## src/rtl/seg_scan_decoder_if.sv

```systemverilog
// Scan-bus bundle for seg_scan_decoder: multiplexed segment/strobe inputs and decoded outputs.
// err_count is present only when SEG_ERR_CNT_EN is defined.
interface seg_scan_decoder_if #(
    parameter int unsigned NUM_DIGITS = 4
`ifdef SEG_ERR_CNT_EN
    ,
    parameter int unsigned ERR_CNT_W  = 8
`endif
) ();
    logic [6:0]              seg;
    logic [NUM_DIGITS-1:0]   digit_en;
    logic                    err_clr;
    logic [4*NUM_DIGITS-1:0] bcd_out;
    logic [NUM_DIGITS-1:0]   digit_valid;
    logic                    frame_valid;
    logic                    pattern_err;
`ifdef SEG_ERR_CNT_EN
    logic [ERR_CNT_W-1:0]    err_count;
`endif

    modport master (
`ifdef SEG_ERR_CNT_EN
        input  err_count,
`endif
        output seg, digit_en, err_clr,
        input  bcd_out, digit_valid, frame_valid, pattern_err
    );

    modport slave (
`ifdef SEG_ERR_CNT_EN
        output err_count,
`endif
        input  seg, digit_en, err_clr,
        output bcd_out, digit_valid, frame_valid, pattern_err
    );
endinterface

```

## src/rtl/seg_scan_decoder.sv

```systemverilog
// Debounces a multiplexed active-low 7-segment bus and rebuilds the per-digit BCD values.
// Optional illegal-commit counter enabled by defining SEG_ERR_CNT_EN.
module seg_scan_decoder #(
    parameter int unsigned NUM_DIGITS = 4,
    parameter int unsigned STABLE_CYC = 4
`ifdef SEG_ERR_CNT_EN
    ,
    parameter int unsigned ERR_CNT_W  = 8
`endif
) (
    input logic               clk,
    input logic               reset,
    seg_scan_decoder_if.slave bus
);

    localparam int unsigned SW    = NUM_DIGITS + 7;
    localparam int unsigned CNT_W = $clog2(STABLE_CYC + 1);
    localparam logic [CNT_W-1:0] CNT_MAX = CNT_W'(STABLE_CYC);
    localparam logic [CNT_W-1:0] CNT_PRE = CNT_W'(STABLE_CYC - 1);

    logic [SW-1:0]           raw;
    logic [SW-1:0]           s_q;
    logic [CNT_W-1:0]        stab_cnt_q, stab_cnt_d;
    logic [NUM_DIGITS-1:0]   en_q;
    logic                    same;
    logic                    one_hot;
    logic                    commit;
    logic [3:0]              digit;
    logic [4*NUM_DIGITS-1:0] bcd_q, bcd_d;
    logic [NUM_DIGITS-1:0]   valid_q, valid_d;
    logic [NUM_DIGITS-1:0]   seen_q, seen_d;
    logic                    frame_q, frame_d;
    logic                    err_q, err_d;

    function automatic logic [3:0] decode(input logic [6:0] p);
        case (p)
            7'b0000001: decode = 4'd0;
            7'b1001111: decode = 4'd1;
            7'b0010010: decode = 4'd2;
            7'b0000110: decode = 4'd3;
            7'b1001100: decode = 4'd4;
            7'b0100100: decode = 4'd5;
            7'b0100000: decode = 4'd6;
            7'b0001111: decode = 4'd7;
            7'b0000000: decode = 4'd8;
            7'b0000100: decode = 4'd9;
            7'b1111111: decode = 4'hF;
            default:    decode = 4'hE;
        endcase
    endfunction

    assign raw = {bus.seg, bus.digit_en};

    always_comb begin
        same    = (raw == s_q);
        en_q    = s_q[NUM_DIGITS-1:0];
        one_hot = (en_q != '0) && ((en_q & (en_q - 1'b1)) == '0);
        // Commit only on the count's transition into saturation, so a held pattern fires once.
        commit  = same && (stab_cnt_q == CNT_PRE) && one_hot;
        digit   = decode(s_q[SW-1 -: 7]);

        if (!same) begin
            stab_cnt_d = '0;
        end else if (stab_cnt_q == CNT_MAX) begin
            stab_cnt_d = stab_cnt_q;
        end else begin
            stab_cnt_d = stab_cnt_q + 1'b1;
        end
    end

    always_comb begin
        bcd_d   = bcd_q;
        valid_d = valid_q;
        seen_d  = seen_q;
        frame_d = 1'b0;
        err_d   = bus.err_clr ? 1'b0 : err_q;
        if (commit) begin
            for (int i = 0; i < NUM_DIGITS; i++) begin
                if (en_q[i]) begin
                    bcd_d[4*i +: 4] = digit;
                    valid_d[i]      = (digit <= 4'd9);
                    seen_d[i]       = 1'b1;
                end
            end
            if (digit == 4'hE) begin
                err_d = 1'b1;
            end
            if (seen_d == '1) begin
                frame_d = 1'b1;
                seen_d  = '0;
            end
        end
    end

    always_ff @(posedge clk or posedge reset) begin
        if (reset) begin
            s_q        <= {7'h7F, {NUM_DIGITS{1'b0}}};
            stab_cnt_q <= '0;
            bcd_q      <= '1;
            valid_q    <= '0;
            seen_q     <= '0;
            frame_q    <= 1'b0;
            err_q      <= 1'b0;
        end else begin
            s_q        <= raw;
            stab_cnt_q <= stab_cnt_d;
            bcd_q      <= bcd_d;
            valid_q    <= valid_d;
            seen_q     <= seen_d;
            frame_q    <= frame_d;
            err_q      <= err_d;
        end
    end

    assign bus.bcd_out     = bcd_q;
    assign bus.digit_valid = valid_q;
    assign bus.frame_valid = frame_q;
    assign bus.pattern_err = err_q;

`ifdef SEG_ERR_CNT_EN
    logic [ERR_CNT_W-1:0] err_cnt_q, err_cnt_d;

    // Clear is applied first so a simultaneous illegal commit leaves the count at 1.
    always_comb begin
        err_cnt_d = bus.err_clr ? '0 : err_cnt_q;
        if (commit && (digit == 4'hE) && (err_cnt_d != '1)) begin
            err_cnt_d = err_cnt_d + 1'b1;
        end
    end

    always_ff @(posedge clk or posedge reset) begin
        if (reset) begin
            err_cnt_q <= '0;
        end else begin
            err_cnt_q <= err_cnt_d;
        end
    end

    assign bus.err_count = err_cnt_q;
`endif

endmodule

```

## src/flat_wrapper.sv

```systemverilog
// flat-port wrapper written by rule: the top's interface ports become plain ports
module seg_scan_decoder_flat 
#(
    parameter int unsigned NUM_DIGITS = 4,
    parameter int unsigned STABLE_CYC = 4

)
  (clk, reset, bus_seg, bus_digit_en, bus_err_clr, bus_bcd_out, bus_digit_valid, bus_frame_valid, bus_pattern_err);
  seg_scan_decoder_if #(.NUM_DIGITS(NUM_DIGITS)) bus_i ();
  input logic clk;
  input logic reset;
  input wire logic [$bits(bus_i.seg)-1:0] bus_seg;
  input wire logic [$bits(bus_i.digit_en)-1:0] bus_digit_en;
  input wire logic [$bits(bus_i.err_clr)-1:0] bus_err_clr;
  output wire logic [$bits(bus_i.bcd_out)-1:0] bus_bcd_out;
  output wire logic [$bits(bus_i.digit_valid)-1:0] bus_digit_valid;
  output wire logic [$bits(bus_i.frame_valid)-1:0] bus_frame_valid;
  output wire logic [$bits(bus_i.pattern_err)-1:0] bus_pattern_err;
  assign bus_i.seg = bus_seg;
  assign bus_i.digit_en = bus_digit_en;
  assign bus_i.err_clr = bus_err_clr;
  assign bus_bcd_out = bus_i.bcd_out;
  assign bus_digit_valid = bus_i.digit_valid;
  assign bus_frame_valid = bus_i.frame_valid;
  assign bus_pattern_err = bus_i.pattern_err;
  seg_scan_decoder #(.NUM_DIGITS(NUM_DIGITS), .STABLE_CYC(STABLE_CYC)) u_core (.clk(clk), .reset(reset), .bus(bus_i));
endmodule
```

## config.mk

```make
export PLATFORM = sky130hd
export DESIGN_NAME = seg_scan_decoder_flat
export DESIGN_NICKNAME = d
export VERILOG_FILES = /design/src/rtl/seg_scan_decoder_if.sv /design/src/rtl/seg_scan_decoder.sv /design/src/flat_wrapper.sv
export SDC_FILE = /design/constraint.sdc
export NUM_CORES = 1
export LEC_CHECK = 0
export CAP_MARGIN = 0
export CELL_PAD_IN_SITES_DETAIL_PLACEMENT = 1
export CELL_PAD_IN_SITES_GLOBAL_PLACEMENT = 2
export CORE_MARGIN = 5
export CORE_UTILIZATION = 38
export CTS_BUF_LIST = sky130_fd_sc_hd__clkbuf_2 sky130_fd_sc_hd__clkbuf_4 sky130_fd_sc_hd__clkbuf_8
export DETAILED_ROUTE_END_ITERATION = 16
export PLACE_DENSITY_LB_ADDON = 0.15
export SLEW_MARGIN = 20
export SYNTH_ARGS = -nofsm -noshare
export SYNTH_HDL_FRONTEND = slang
export SYNTH_SLANG_ARGS = --single-unit
```

## constraint.sdc

```tcl
create_clock -name clk -period 5.6 [get_ports clk]
set_input_delay 0.84 -clock clk [delete_from_list [all_inputs] [get_ports clk]]
set_output_delay 0.84 -clock clk [all_outputs]
set_load 0.01 [all_outputs]
```

Word level (Yosys, flattened, before mapping)
Index checks and enable logic that the tools add are counted.
{ "word_totals": {"register_bits": 40, "word_cells": 60} }
{ "classes": {"addsub": 2, "order_cmp": 1, "eq_ne": 16, "mux": 17, "bitwise_logic": 1, "reduce_logical": 10} }
{ "ops": {"columns": ["operator", "n"], "rows": [
  ["one-hot mux 4 bit (11 select lines)", 1],
  ["== test 7 bit, second input constant", 3],
  ["== test 7 x 3 -> 1 bit, second input constant", 2],
  ["== test 7 x 6 -> 1 bit, second input constant", 2],
  ["two-way mux 1 bit", 13],
  ["== test 11 bit", 1],
  ["== test 4 bit, second input constant", 2],
  ["AND reduction 2 bit", 4],
  ["== test 7 x 1 -> 1 bit, second input constant", 1],
  ["== test 7 x 4 -> 1 bit, second input constant", 1],
  ["== test 7 x 5 -> 1 bit, second input constant", 1],
  ["logical NOT 7 bit", 1],
  ["two-way mux 3 bit", 2],
  ["bitwise AND 4 bit", 1],
  ["<= comparator 4 bit, second input constant", 1],
  ["logical NOT 4 bit", 1],
  ["two-way mux 4 bit", 1],
  ["nonzero test 4 bit", 1],
  ["subtractor 4 x 1 -> 4 bit, second input constant", 1],
  ["adder 3 x 1 -> 3 bit, second input constant", 1],
  ["== test 3 x 2 -> 1 bit, second input constant", 1],
  ["== test 3 bit, second input constant", 1],
  ["logical AND 1 bit", 3],
  ["inequality test 2 bit, second input constant", 1]
]} }

Depth between registers and ports, before layout
{ "depth": {"ltp_word": 9, "depth_mapped": 7} }

Worst setup path after synthesis
Ideal clock, no wire load.
{ "synth_path": {"kind": "input -> register", "start": "input port bus_seg[6]", "end": "register u_core.bcd_q[12] (netlist: u_core.bus.bcd_out[12])", "setup_time_ns": 0.082, "t_arrival_ns": 2.309, "slack_ns": 3.209, "path_stages": 5, "path_buffers": 0, "cell_sequence": "xor2_1 -> nor4_4 -> nand4_4 -> nor4_4 -> mux2_2"} }
{ "synth_between": {"elab_chain_len": 4} }
{ "synth_rtl": {"columns": ["item", "line_no", "source"], "rows": [
  ["start, declared", "flat_wrapper.sv:12", "input wire logic [$bits(bus_i.seg)-1:0] bus_seg;"],
  ["== test 11 bit", "seg_scan_decoder.sv:55", "same = (raw == s_q);"],
  ["logical AND 1 bit (2 in series)", "seg_scan_decoder.sv:59", "commit = same && (stab_cnt_q == CNT_PRE) && one_hot;"],
  ["AND reduction 2 bit (no source line)", null, null],
  ["end signal, assigned", "seg_scan_decoder.sv:99", "bcd_q <= '1;"],
  ["end signal, assigned", "seg_scan_decoder.sv:107", "bcd_q <= bcd_d;"],
  ["end, declared", "seg_scan_decoder.sv:29", "logic [4*NUM_DIGITS-1:0] bcd_q, bcd_d;"]
]} }
No other way between the ends.
A chain may end at the register's enable or synchronous reset.

Worst setup path in the final report
{ "layout_path": {"start": "input port bus_seg[6]", "end": "register u_core.bcd_q[13] (netlist: u_core.bus.bcd_out[13])"} }
The elaborated chain is that of the path after synthesis.

==> run summary <==
CP max FO = 6
R2R Path End = u_core.bus.bcd_out[13]
IO Port Bufs = 35
CTS H-tree lvls = 2
antenna diode count = 0
Lkg Pwr = 1.08 nW
via/cell ratio = 5.15
Min-Delay Startpoint = u_core.bus.bcd_out[7]
routed vias = 1431
std cell rows = 26
Final period util = 50.8%
post-layout util = 49.2%
Slew Limit Fails = 0
clk_lat worst skew = 0.28 ns
CTS Root Cell = clkbuf_8
Filler Cell Count = 553
vias in the first global route = 1542
gpl congestion = 0.787
Max Cap Violations = 0
DRC viols = 0
core area = 0.00511 mm²
FF/Latch Area = 0.00103 mm²
Top FF cell, synth = dfstp_2
Worst Hold End = u_core.bus.bcd_out[7]
WP data required = 5.82 ns
Net Count, Synth = 190
DR iter-0 viols = 54
Overall Global Routing Usage = 15.1%
initial antenna violation count = 0
IO Count = 36
Slew headroom = 55.6%
number of synthesized flops with an enable pin = 0
pre-CTS setup slack = 2.42 ns
clk sinks = 40
GRT overflow = 0
routed wire length = 4660 µm
register area share after synthesis = 51.3%
fmax = 351 MHz
Syn. warnings = 0
r2r worst-path depth = 5
Final min period = 2.85 ns
clk buf depth = 2
layout cell share with drive strength beyond 1 = 24.0%
antenna-violating nets left = 0
post-cts resize count = 0
Post-Route Setup TNS = 0 ns
clock skew = 0.00415 ns
final worst slack = 2.75 ns
CTS buffer count = 5
Mapped Area = 0.00201 mm²
Min-Delay Path Class = register to register
cts hold-fix bufs = 0
Netlist cell types = 39
Multi-input gate area = 856 µm²
Initial Util = 39.3%
Least-Margin Pin Slew = 0.661 ns
WP data arrival = 3.07 ns
Hold Path Stages = 2
CP Class = input port to register
Die X = 82.7 µm
DRT Pass-1 Iters = 4
Commonest cells post-synth = dfstp_2 (23), inv_1 (19), dfrtp_1 (17)
PwrDens = 234 mW/mm²
Clock transition at path regs = 0.08 ns
RSZ-0062 raised after global routing = false
Synth async-reset ratio = 100%
P&R area growth vs syn = 25.2%
per-cell routed wire length = 16.8 µm
CP Launch Type = input port
largest net degree at the start of global routing = 41
number of setup buffers added after CTS = 0
status = complete, no violations
CTS tree = yes
FF+latch count, synth = 40
Syn Area/Cell = 11.6 µm²
first-pass GRT wire length = 7760 µm
HPWL Detailed = 3490 µm
top-count cell post-synth = dfstp_2
FF-to-FF setup slack = 3.16 ns
Reg-to-Reg Start = u_core.s_q[1]
Max VDD drop = 93.8 µV
nature of the critical path endpoint = register
synth top area cells = dfstp_2 (30%), dfrtp_1 (21%), mux2i_1 (6.0%)
Final Setup Violations = 0
post-synth top area cell = dfstp_2
Post-Synthesis Cells = 173
final hold violation count = 0
Final #Nets = 224
Synth top area share = 30.1%
DIE HEIGHT = 82.7 µm
die area = 0.00684 mm²
[kinds of logic after synthesis]
logic type	after synthesis	synth area share, %
compound gates	22	7.67
mux	20	10.5
xor+xnor	14	6.11
buf+inv	28	6.05
fa+ha+maj	3	1.87
simple gates	46	16.5
flops	40	51.3
[critical path, cell delays in order]
cell             delay [ns]
clkdlybuf4s50_1        0.43
xor2_1                 0.19
nor4_4                 0.36
nand4_4                0.22
nor4_4                 0.62
mux2_2                 0.41
[routing by layer]
| metal | up-vias | routed length, µm | global-route usage (%) |
|---|---|---|---|
| met4 | 0 | 71 | 4.25 |
| met1 | 727 | 1940 | 17.9 |
| li1 | 661 | - | - |
| met3 | 7 | 191 | 3.04 |
| met2 | 36 | 2470 | 27.4 |
| met5 | - | 0 | 0 |
[through the flow]
step | std cells | cell area [µm²] | hold WS, ns | total power [W]
final | 278 | 2510 | 0.470 | 0.000587
after global routing | 278 | 2510 | 0.485 | 0.000615
after CTS | 278 | 2510 | 0.476 | 0.000596
after detailed placement | 270 | 2400 | 0.464 | 0.000357
after global placement | 270 | 2400 | 0.457 | 0.000354
after floorplan | 173 | 2010 | 0.470 | 0.000338
[layout make-up]
cell class                 count  share of cell area (%)
clock inverter                 2                    1.39
tap                           70                    3.48
inverter                      19                    2.84
sequential                    40                    41.0
timing repair buffer          36                    14.2
clock buffer                   6                    3.04
multi-input combinational    105                    34.0
[cells in the final DEF, fill, tap and decap left out, types with 3 or more instances in the layout]
master / n
a21oi_1: 4
and3_1: 3
clkbuf_8: 5
clkdlybuf4s50_1: 35
dfrtp_1: 17
dfstp_2: 23
ha_1: 3
inv_1: 19
mux2_2: 8
mux2i_1: 12
nand2_1: 7
nand2b_1: 4
nor2_1: 8
nor3_1: 3
nor4_4: 3
o21ai_0: 4
o21ba_2: 3
o22ai_1: 3
or3_1: 3
xnor2_1: 5
xor2_1: 9
[state kept, by name (all words and copies together), names as in the netlist]
| name | cells |
|---|---|
| u_core.bus.frame_valid | 1 |
| u_core.stab_cnt_q | 3 |
| u_core.bus.pattern_err | 1 |
| u_core.bus.digit_valid | 4 |
| u_core.seen_q | 4 |
| u_core.bus.bcd_out | 16 |
| u_core.s_q | 11 |
[power breakdown]
group          leakage [nW]  switching (W)  internal, W  total (W)
Combinational         0.577      0.0000236    0.0000201  0.0000438
Sequential            0.442      0.0000115     0.000296   0.000307
Clock                0.0586      0.0000992     0.000137   0.000236
Total                  1.08       0.000134     0.000453   0.000587
[worst max path at each step]
stage                          start                     end  slack (ns)  cells past startpoint
after floorplan           bus_seg[6]  u_core.bus.bcd_out[12]        3.21                      5
after global placement    bus_seg[6]  u_core.bus.bcd_out[12]        2.48                      6
after detailed placement  bus_seg[6]  u_core.bus.bcd_out[13]        2.42                      6
after CTS                 bus_seg[6]  u_core.bus.bcd_out[13]        2.73                      6
after global routing      bus_seg[6]  u_core.bus.bcd_out[13]        2.71                      6
final                     bus_seg[6]  u_core.bus.bcd_out[13]        2.75                      6
Power figures use the tool's default switching activity.
